<file path="src/rtl/sat_accum_if.sv">
// Valid/ready sample stream in, block total stream out.
// The master drives samples and out_ready; the slave is the accumulator.
interface sat_accum_if #(
   parameter int WIDTH = 12,
   parameter int CNT_W = 4
);
   logic             in_valid;
   logic             in_ready;
   logic [WIDTH-1:0] in_data;
   logic [1:0]       mode;
   logic [CNT_W-1:0] len;
   logic             out_valid;
   logic             out_ready;
   logic [WIDTH-1:0] out_data;
   logic             out_sat;
   logic             busy;

   modport master (
      output in_valid, in_data, mode, len, out_ready,
      input  in_ready, out_valid, out_data, out_sat, busy
   );

   modport slave (
      input  in_valid, in_data, mode, len, out_ready,
      output in_ready, out_valid, out_data, out_sat, busy
   );
endinterface

</file>
<file path="src/rtl/sat_accum.sv">
// Block accumulator: sums len samples with per-step unsigned/signed
// saturation or wrap, then holds the total until downstream takes it.
module sat_accum #(
   parameter int WIDTH = 12,
   parameter int CNT_W = 4
) (
   input  logic       clk,
   input  logic       reset,
   sat_accum_if.slave bus
);
   typedef enum logic [1:0] {IDLE, ACCUM, HOLD} state_t;

   state_t           state_q, state_d;
   logic [WIDTH-1:0] acc_q, acc_d;
   logic [CNT_W:0]   cnt_q, cnt_d;
   logic             sat_q, sat_d;
   logic [1:0]       mode_q, mode_d;
   logic [CNT_W-1:0] len_q, len_d;

   logic [1:0]       step_mode;
   logic [CNT_W-1:0] step_len;
   logic [CNT_W:0]   eff_len;
   logic [CNT_W:0]   cnt_nxt;
   logic [WIDTH-1:0] base;
   logic [WIDTH:0]   sum;
   logic [WIDTH-1:0] step_res;
   logic             step_sat;
   logic             in_xfer;

   // The first sample of a block sees live mode/len and a zero base
   always_comb begin
      step_mode = (state_q == IDLE) ? bus.mode : mode_q;
      step_len  = (state_q == IDLE) ? bus.len : len_q;
      base      = (state_q == IDLE) ? '0 : acc_q;
      eff_len   = (step_len == '0) ? {1'b1, {CNT_W{1'b0}}}
                                   : {1'b0, step_len};
      cnt_nxt   = (state_q == IDLE) ? {{CNT_W{1'b0}}, 1'b1}
                                    : cnt_q + {{CNT_W{1'b0}}, 1'b1};
      sum       = {1'b0, base} + {1'b0, bus.in_data};
      step_res  = sum[WIDTH-1:0];
      step_sat  = 1'b0;
      if (!step_mode[1]) begin
         if (!step_mode[0]) begin
            if (sum[WIDTH]) begin
               step_res = '1;
               step_sat = 1'b1;
            end
         end else if (base[WIDTH-1] == bus.in_data[WIDTH-1] &&
                      sum[WIDTH-1] != base[WIDTH-1]) begin
            step_res = {base[WIDTH-1], {(WIDTH-1){~base[WIDTH-1]}}};
            step_sat = 1'b1;
         end
      end
   end

   always_comb begin
      state_d = state_q;
      acc_d   = acc_q;
      cnt_d   = cnt_q;
      sat_d   = sat_q;
      mode_d  = mode_q;
      len_d   = len_q;
      in_xfer = bus.in_valid && (state_q != HOLD);
      case (state_q)
         IDLE, ACCUM: begin
            if (in_xfer) begin
               acc_d = step_res;
               sat_d = sat_q | step_sat;
               cnt_d = cnt_nxt;
               if (state_q == IDLE) begin
                  mode_d = bus.mode;
                  len_d  = bus.len;
               end
               state_d = (cnt_nxt == eff_len) ? HOLD : ACCUM;
            end
         end
         HOLD: begin
            if (bus.out_ready) begin
               state_d = IDLE;
               acc_d   = '0;
               cnt_d   = '0;
               sat_d   = 1'b0;
            end
         end
         default: state_d = IDLE;
      endcase
   end

   always_ff @(posedge clk) begin
      if (reset) begin
         state_q <= IDLE;
         acc_q   <= '0;
         cnt_q   <= '0;
         sat_q   <= 1'b0;
         mode_q  <= '0;
         len_q   <= '0;
      end else begin
         state_q <= state_d;
         acc_q   <= acc_d;
         cnt_q   <= cnt_d;
         sat_q   <= sat_d;
         mode_q  <= mode_d;
         len_q   <= len_d;
      end
   end

   assign bus.in_ready  = (state_q != HOLD);
   assign bus.out_valid = (state_q == HOLD);
   assign bus.out_data  = acc_q;
   assign bus.out_sat   = sat_q;
   assign bus.busy      = (state_q != IDLE);
endmodule

</file>
<file path="src/flat_wrapper.sv">
// flat-port wrapper written by rule: the top's interface ports become plain ports
module sat_accum_flat 
#(
   parameter int WIDTH = 12,
   parameter int CNT_W = 4
)
  (clk, reset, bus_in_valid, bus_in_data, bus_mode, bus_len, bus_out_ready, bus_in_ready, bus_out_valid, bus_out_data, bus_out_sat, bus_busy);
  sat_accum_if #(.WIDTH(WIDTH), .CNT_W(CNT_W)) bus_i ();
  input  logic clk;
  input  logic reset;
  input wire logic [$bits(bus_i.in_valid)-1:0] bus_in_valid;
  input wire logic [$bits(bus_i.in_data)-1:0] bus_in_data;
  input wire logic [$bits(bus_i.mode)-1:0] bus_mode;
  input wire logic [$bits(bus_i.len)-1:0] bus_len;
  input wire logic [$bits(bus_i.out_ready)-1:0] bus_out_ready;
  output wire logic [$bits(bus_i.in_ready)-1:0] bus_in_ready;
  output wire logic [$bits(bus_i.out_valid)-1:0] bus_out_valid;
  output wire logic [$bits(bus_i.out_data)-1:0] bus_out_data;
  output wire logic [$bits(bus_i.out_sat)-1:0] bus_out_sat;
  output wire logic [$bits(bus_i.busy)-1:0] bus_busy;
  assign bus_i.in_valid = bus_in_valid;
  assign bus_i.in_data = bus_in_data;
  assign bus_i.mode = bus_mode;
  assign bus_i.len = bus_len;
  assign bus_i.out_ready = bus_out_ready;
  assign bus_in_ready = bus_i.in_ready;
  assign bus_out_valid = bus_i.out_valid;
  assign bus_out_data = bus_i.out_data;
  assign bus_out_sat = bus_i.out_sat;
  assign bus_busy = bus_i.busy;
  sat_accum #(.WIDTH(WIDTH), .CNT_W(CNT_W)) u_core (.clk(clk), .reset(reset), .bus(bus_i));
endmodule
</file>
<file path="config.mk">
export PLATFORM = sky130hd
export DESIGN_NAME = sat_accum_flat
export DESIGN_NICKNAME = d
export VERILOG_FILES = /design/src/rtl/sat_accum_if.sv /design/src/rtl/sat_accum.sv /design/src/flat_wrapper.sv
export SDC_FILE = /design/constraint.sdc
export NUM_CORES = 1
export LEC_CHECK = 0
export CORE_ASPECT_RATIO = 1.1
export CORE_MARGIN = 4
export CORE_UTILIZATION = 40
export CTS_CLUSTER_SIZE = 28
export DETAILED_ROUTE_END_ITERATION = 8
export PLACE_DENSITY = 0.72
export SLEW_MARGIN = 20
export SYNTH_ARGS = -nofsm -noshare
export SYNTH_HDL_FRONTEND = slang
export SYNTH_SLANG_ARGS = --single-unit
</file>
<file path="constraint.sdc">
create_clock -name clk -period 4.1 [get_ports clk]
set_input_delay 0.82 -clock clk [delete_from_list [all_inputs] [get_ports clk]]
set_output_delay 0.82 -clock clk [all_outputs]
set_load 0.02 [all_outputs]
</file>
== Word level (Yosys, flattened, before mapping) ==
Cells that the tools add are included.
Widths: inputs -> output; s select.

* Register bits after elaboration: 26
* Bits of input ports: 22
* Output and inout bits: 16
* Logic and storage cells: 54

* Add/sub/neg operators: 2
* Eq/ne operators: 8
* Multiplexer cells: 26
* Bitwise logic cells: 2
* Reduce and logical (&&, ||, !) cells: 10

{| class="wikitable"
|+ Operators by type and width
! cell !! count
|-
| $mux 12 || 7
|-
| $pmux 12 s2 || 1
|-
| $mux 5 || 4
|-
| $add 12x12->13 || 1
|-
| $pmux 5 s2 || 1
|-
| $mux 2 || 4
|-
| $mux 1 || 6
|-
| $add 5x1->5 const B || 1
|-
| $eq 5x5->1 || 1
|-
| $logic_not 4->1 || 1
|-
| $mux 4 || 1
|-
| $ne 2x2->1 const B || 2
|-
| $pmux 2 s2 || 1
|-
| $reduce_and 2->1 || 2
|-
| $reduce_bool 2->1 || 2
|-
| $reduce_and 3->1 || 1
|-
| $eq 2x1->1 const B || 1
|-
| $eq 2x2->1 const B || 1
|-
| $logic_and 1x1->1 || 2
|-
| $logic_not 2->1 || 1
|-
| $ne 2x1->1 const B || 1
|-
| $pmux 1 s2 || 1
|-
| $reduce_or 2->1 || 1
|-
| $eq 1x1->1 || 1
|-
| 3 further kinds || 3
|}

== Logic depth before layout (Yosys ltp) ==
* Depth after elaboration: 11
* Depth in mapped cells: 18
* Gate-level depth less buffers: 15

== Least setup slack after synthesis ==
Ideal clock, no wire load.

* Kind: register to register
* Start: register u_core.state_q[1]
* End: register u_core.sat_q (netlist: u_core.bus.out_sat)
* Setup time: 0.086 ns
* Data arrival time: 3.739 ns
* Data required time: 4.014 ns
* Setup slack: 0.275 ns
* Cell stages (with the launch flop): 18
* Buffers on the path: 2
* Clock period less this slack: 3.825 ns
* Cell sequence: dfxtp_1 buf_6 nor2_1 inv_1 clkbuf_1 and2_1 ha_1 a21oi_1 o211ai_1 a41oi_1 o21ai_0 fa_1 inv_1 o32ai_1 o211ai_1 a21oi_2 a21oi_1 a211oi_1

* Cells in the longest elaborated chain, start to end: 11
* Elaborated cells between the ends (all ways): 23
* Those cells by class: 1 x add/sub; 7 x eq/ne; 8 x mux; 1 x bitwise; 6 x reduce/logical

{| class="wikitable"
|+ Ends and longest elaborated chain
! item !! line !! text
|-
| start: declaration || sat_accum.sv:13 || <nowiki>state_t state_q, state_d;</nowiki>
|-
| start signal: assignment || sat_accum.sv:98 || <nowiki>state_q <= state_d;</nowiki>
|-
| $logic_not 2->1 || sat_accum.sv:32, sat_accum.sv:34, sat_accum.sv:64 ||
|-
| $mux 12 || sat_accum.sv:34 || <nowiki>base = (state_q == IDLE) ? '0 : acc_q;</nowiki>
|-
| $add 12x12->13 || sat_accum.sv:39 || <nowiki>sum = {1'b0, base} + {1'b0, bus.in_data};</nowiki>
|-
| $ne 1x1->1 || sat_accum.sv:49 || <nowiki>sum[WIDTH-1] != base[WIDTH-1]) begin</nowiki>
|-
| $logic_and 1x1->1 || sat_accum.sv:48 || <nowiki>end else if (base[WIDTH-1] == bus.in_data[WIDTH-1] &&</nowiki>
|-
| $mux 1 || sat_accum.sv:48 ||
|-
| $mux 1 || sat_accum.sv:43 || <nowiki>if (!step_mode[0]) begin</nowiki>
|-
| $mux 1 || sat_accum.sv:42 || <nowiki>if (!step_mode[1]) begin</nowiki>
|-
| $or 1x1->1 || sat_accum.sv:68 || <nowiki>sat_d = sat_q | step_sat;</nowiki>
|-
| $mux 1 || sat_accum.sv:66 || <nowiki>if (in_xfer) begin</nowiki>
|-
| $pmux 1 s2 || sat_accum.sv:64 || <nowiki>case (state_q)</nowiki>
|-
| end signal: assignment || sat_accum.sv:101 || <nowiki>sat_q <= sat_d;</nowiki>
|-
| end: declaration || sat_accum.sv:16 || <nowiki>logic sat_q, sat_d;</nowiki>
|}

Several ways; a longest one is shown, not always the timed one. The select of a mux whose other input is x is not followed.
A chain may end at the register's enable or synchronous reset.

== Worst setup path after layout ==
* Start: input bus_in_data[1]
* End: register u_core.acc_q[3] (netlist: u_core.bus.out_data[3])

* Cells in the longest elaborated chain, start to end: 8
* Elaborated cells between the ends (all ways): 9
* Those cells by class: 1 x add/sub; 1 x eq/ne; 6 x mux; 1 x reduce/logical

{| class="wikitable"
|+ Ends and longest elaborated chain
! item !! line !! text
|-
| start: declaration || flat_wrapper.sv:12 || <nowiki>input wire logic [$bits(bus_i.in_data)-1:0] bus_in_data;</nowiki>
|-
| $add 12x12->13 (*) || sat_accum.sv:39 ||
|-
| $ne 1x1->1 || sat_accum.sv:49 ||
|-
| $logic_and 1x1->1 || sat_accum.sv:48 ||
|-
| $mux 12 || sat_accum.sv:48 ||
|-
| $mux 12 || sat_accum.sv:43 ||
|-
| $mux 12 (*) || sat_accum.sv:42 ||
|-
| $mux 12 (*) || sat_accum.sv:66 ||
|-
| $pmux 12 s2 (*) || sat_accum.sv:64 ||
|-
| end signal: assignment || sat_accum.sv:92 || <nowiki>acc_q <= '0;</nowiki>
|-
| end signal: assignment || sat_accum.sv:99 || <nowiki>acc_q <= acc_d;</nowiki>
|-
| end: declaration || sat_accum.sv:14 || <nowiki>logic [WIDTH-1:0] acc_q, acc_d;</nowiki>
|}

Mark *: on every way between the ends. The rest lies on a longest branch, timed or not. The select of a mux whose other input is x is not followed.

==> metrics.md <==
| Metric | Value |
|---|---|
| CTS root buffer | clkbuf_8 |
| Num ports | 38 |
| CTS H-tree lvls | 1 |
| Crit path cell chain | clkdlybuf4s50_1 > ha_1 > a211oi_2 > o211ai_1 > a41oi_1 > o21ai_0 > fa_1 > inv_1 > o32ai_1 > o211ai_1 > a21oi_2 > buf_4 > o21bai_1 > a22o_1 |
| Final Util | 54.01% |
| Fmax | 262.3 MHz |
| First-pass detailed-route iteration total | 4 |
| CTS tree | built |
| DR WL met2 | 1.947 mm |
| Vias in the first global route | 1,597 |
| Worst Hold Depth | 2 |
| Routed len/inst | 13.13 microns |
| R2r worst-path depth | 16 |
| Largest delay share family, worst path | compound AO/OA/AOI/OAI gates |
| DR WL met3 | 186 microns |
| Crit end category | flip-flop |
| DRC Markers | 0 |
| Worst Path Class, Setup | in -> reg |
| Metal-1 WL | 1.989 mm |
| Largest net degree at the start of global routing | 18 |
| Power Density | 303.5 mW/mm^2 |
| Slew margin rel. | 43.63% |
| Die width | 72.13 microns |
| Clk sinks | 26 |
| Sequential element share of the synthesized area | 28.77% |
| Reg-to-Reg End | u_core.bus.out_data[3] |
| Yosys top cell by area | dfxtp_1 |
| Post-synth ARST share | 0% |
| First-pass GRT wire length | 7.113 mm |
| Share of layout cells above drive strength 1 | 7.985% |
| Buffers & Inverters on Critical Path | 3 |
| Run status | finished, final reports clean |
| Endpoints failing setup | 0 |
| Crit-path slowest cell | fa_1 |
| Syn nets | 257 |
| Max incr delay on CP | 0.52 ns |
| Clock transition at the registers of the reported paths | 0.09 ns |
| Cts hold-fix bufs | 0 |
| Max-Cap Viols | 0 |
| Slew Limit Fails | 0 |
| Final Power | 0.0007129 W |
| DP Wirelength | 3.273 mm |
| Mux contribution to synthesized area | 3.873% |
| Worst Skew | 0.005226 ns |
| #FFs+latches synth | 26 |
| Post-synthesis cell type count | 48 |
| Synth Area in XOR/XNOR | 7.746% |
| Vias per cell | 5.315 |
| Rows | 25 |
| I/O Buffers | 37 |
| ANT cells | 0 |
| First DRT Iteration DRCs | 89 |
| Detailed-route via count | 1,685 |
| Max FO, Critical Path | 11 |
| Uppermost routed layer | met4 |
| Post-route ant nets | 0 |
| Post-CTS Resized | 0 |
| WHS Endpoint | u_core.bus.out_data[0] |
| Synth Area in Adders | 11.20% |
| Postcts setup bufs | 0 |
| Area contributors post-synth | dfxtp_1 29%, ha_1 9.0%, nand2_1 5.6% |
| Simple-gate share of the synthesized area | 22.54% |
| Min Hold Slack | 0.4549 ns |
| Peak VDD IR | 181.6 uV |
| Top-count cell post-synth | nand2_1 |
| Yosys top cell area share | 28.77% |
| Worst EP required | 4.32 ns |
| Tmin final | 3.813 ns |
| EDFF count, synth | 0 |
| Hold Fails Final Rpt | 0 |
| Final-stage net count | 301 |
| Final Non-Filler Cells | 317 |
| Post-route setup TNS | 0 ns |
| Overflow after GRT | 0 |
| Main flop type after synthesis | dfxtp_1 |
| Leak Pwr | 1.012 nW |
| Slew @ Worst Pin | 0.8438 ns |
| Worst-case clock buffer depth | 2 |
| Crit-path most repeated cell | o211ai_1 |
| DRT Wirelength | 4.162 mm |
| Die height | 78.54 microns |
| Core area | 0.004348 sq mm |
| Cells after Synth | 220 |
| Synthesized area per cell | 8.224 sq um |
| GP Congestion | 0.8556 |
| R2R setup slack | 0.37 ns |
| Tot GR Track Use | 15.14% |
| RSZ-0062 raised after global routing | no |
| Initial antenna violation count | 0 |
| Largest family of logic cells by synthesized area | simple AND/OR/NAND/NOR gates |
| Area Growth Syn to Fin | 29.81% |
| RR Startpoint | u_core.state_q[1] |
| Yosys warns | 0 |
| CP Launch Type | input port |
| Initial Util | 41.61% |
| Worst Hold Class | reg -> reg |
| Worst hold start | u_core.bus.out_data[0] |
| WP data arrival | 4.03 ns |
| Synth Area in Compound Gates | 22.06% |
| Worst-Skew Late Latency | 0.27 ns |
| Crit share post-route | 93.00% |
| Dpl cells | 313 |
| Num CTS Buffers | 3 |
| Post-synth top cells | 27 x nand2_1, 26 x dfxtp_1, 20 x nor2_1 |
| DIE AREA | 0.005664 sq mm |
| Post-Syn Area | 0.001809 sq mm |
[metrics by stage]
| step | setup WS (ns) | instance area (sq um) |
|---|---|---|
| floorplan | 0.2751 | 1809 |
| global placement | 0.01031 | 2272 |
| detailed placement | -0.09282 | 2272 |
| CTS | 0.1560 | 2344 |
| global route | 0.01133 | 2349 |
| finish | 0.2871 | 2349 |
[where the power goes]
group	internal (W)	total [W]	switching (W)
Clock	0.000131	0.000214	0.0000834
Sequential	0.000272	0.000288	0.0000164
Combinational	0.000105	0.000211	0.000106
[how the worst max path moves through the flow]
stage                                  from  cells past startpoint  slack, ns                      to
after detailed placement     bus_in_data[1]                     14      -0.09  u_core.bus.out_data[3]
after CTS                    bus_in_data[1]                     14       0.16  u_core.bus.out_data[3]
after floorplan           u_core.state_q[1]                     17       0.28      u_core.bus.out_sat
after global routing      u_core.state_q[1]                     16       0.01  u_core.bus.out_data[3]
final                        bus_in_data[1]                     14       0.29  u_core.bus.out_data[3]
after global placement       bus_in_data[1]                     14       0.01  u_core.bus.out_data[3]
[cells in the final DEF, fill, tap and decap left out, types with 3 or more instances in the layout]
master           synthesis  routed
a211oi_1                 5       4
a21o_1                   4       4
a21oi_1                 15      15
and2_1                  11      11
buf_4                    0       9
clkbuf_8                 0       3
clkdlybuf4s50_1          0      37
dfxtp_1                 26      26
ha_1                    13      13
inv_1                    7       7
mux2i_1                  7       7
nand2_1                 27      27
nor2_1                  20      20
nor3_1                   3       3
o211ai_1                 5       5
o21a_1                   3       3
o21ai_0                 15      15
xnor2_1                 11      11
xor2_1                   5       5
[state kept, by name (all words and copies together) (netlist names)]
register	flops
u_core.cnt_q	5
u_core.bus.out_sat	1
u_core.len_q	4
u_core.bus.out_data	12
u_core.mode_q	2
u_core.state_q	2
[worst min-delay path, cell delays in order, from the launching register on]
cell	delay [ns]
dfxtp_1	0.33
nand2_1	0.05
nand2_1	0.04
[area by class of cell]
| cell class | count | area (sq um) |
|---|---|---|
| Clock buffer | 3 | 41.29 |
| Tap cell | 54 | 67.56 |
| Inverter | 7 | 26.28 |
| Sequential cell | 26 | 520.5 |
| Clock inverter | 1 | 30.03 |
| Fill cell | 407 | 1999 |
| Multi-Input combinational cell | 180 | 1225 |
| Timing Repair Buffer | 46 | 437.9 |
[metal layers]
layer / vias to the layer above / track usage [%]
li1: 867 / -
met5: - / 0
met3: 4 / 2.049
met1: 777 / 20.11
met4: 0 / 3.383
met2: 37 / 25.68
[cells by family after synthesis]
group	Yosys count
and+or+nand+nor	80
buffers and inverters	14
xor gates and xnor gates	16
AOI/OAI and AO/OA	62
muxes	7
DFF	26
adders and majority gates	15
Power figures use the tool's default switching activity.
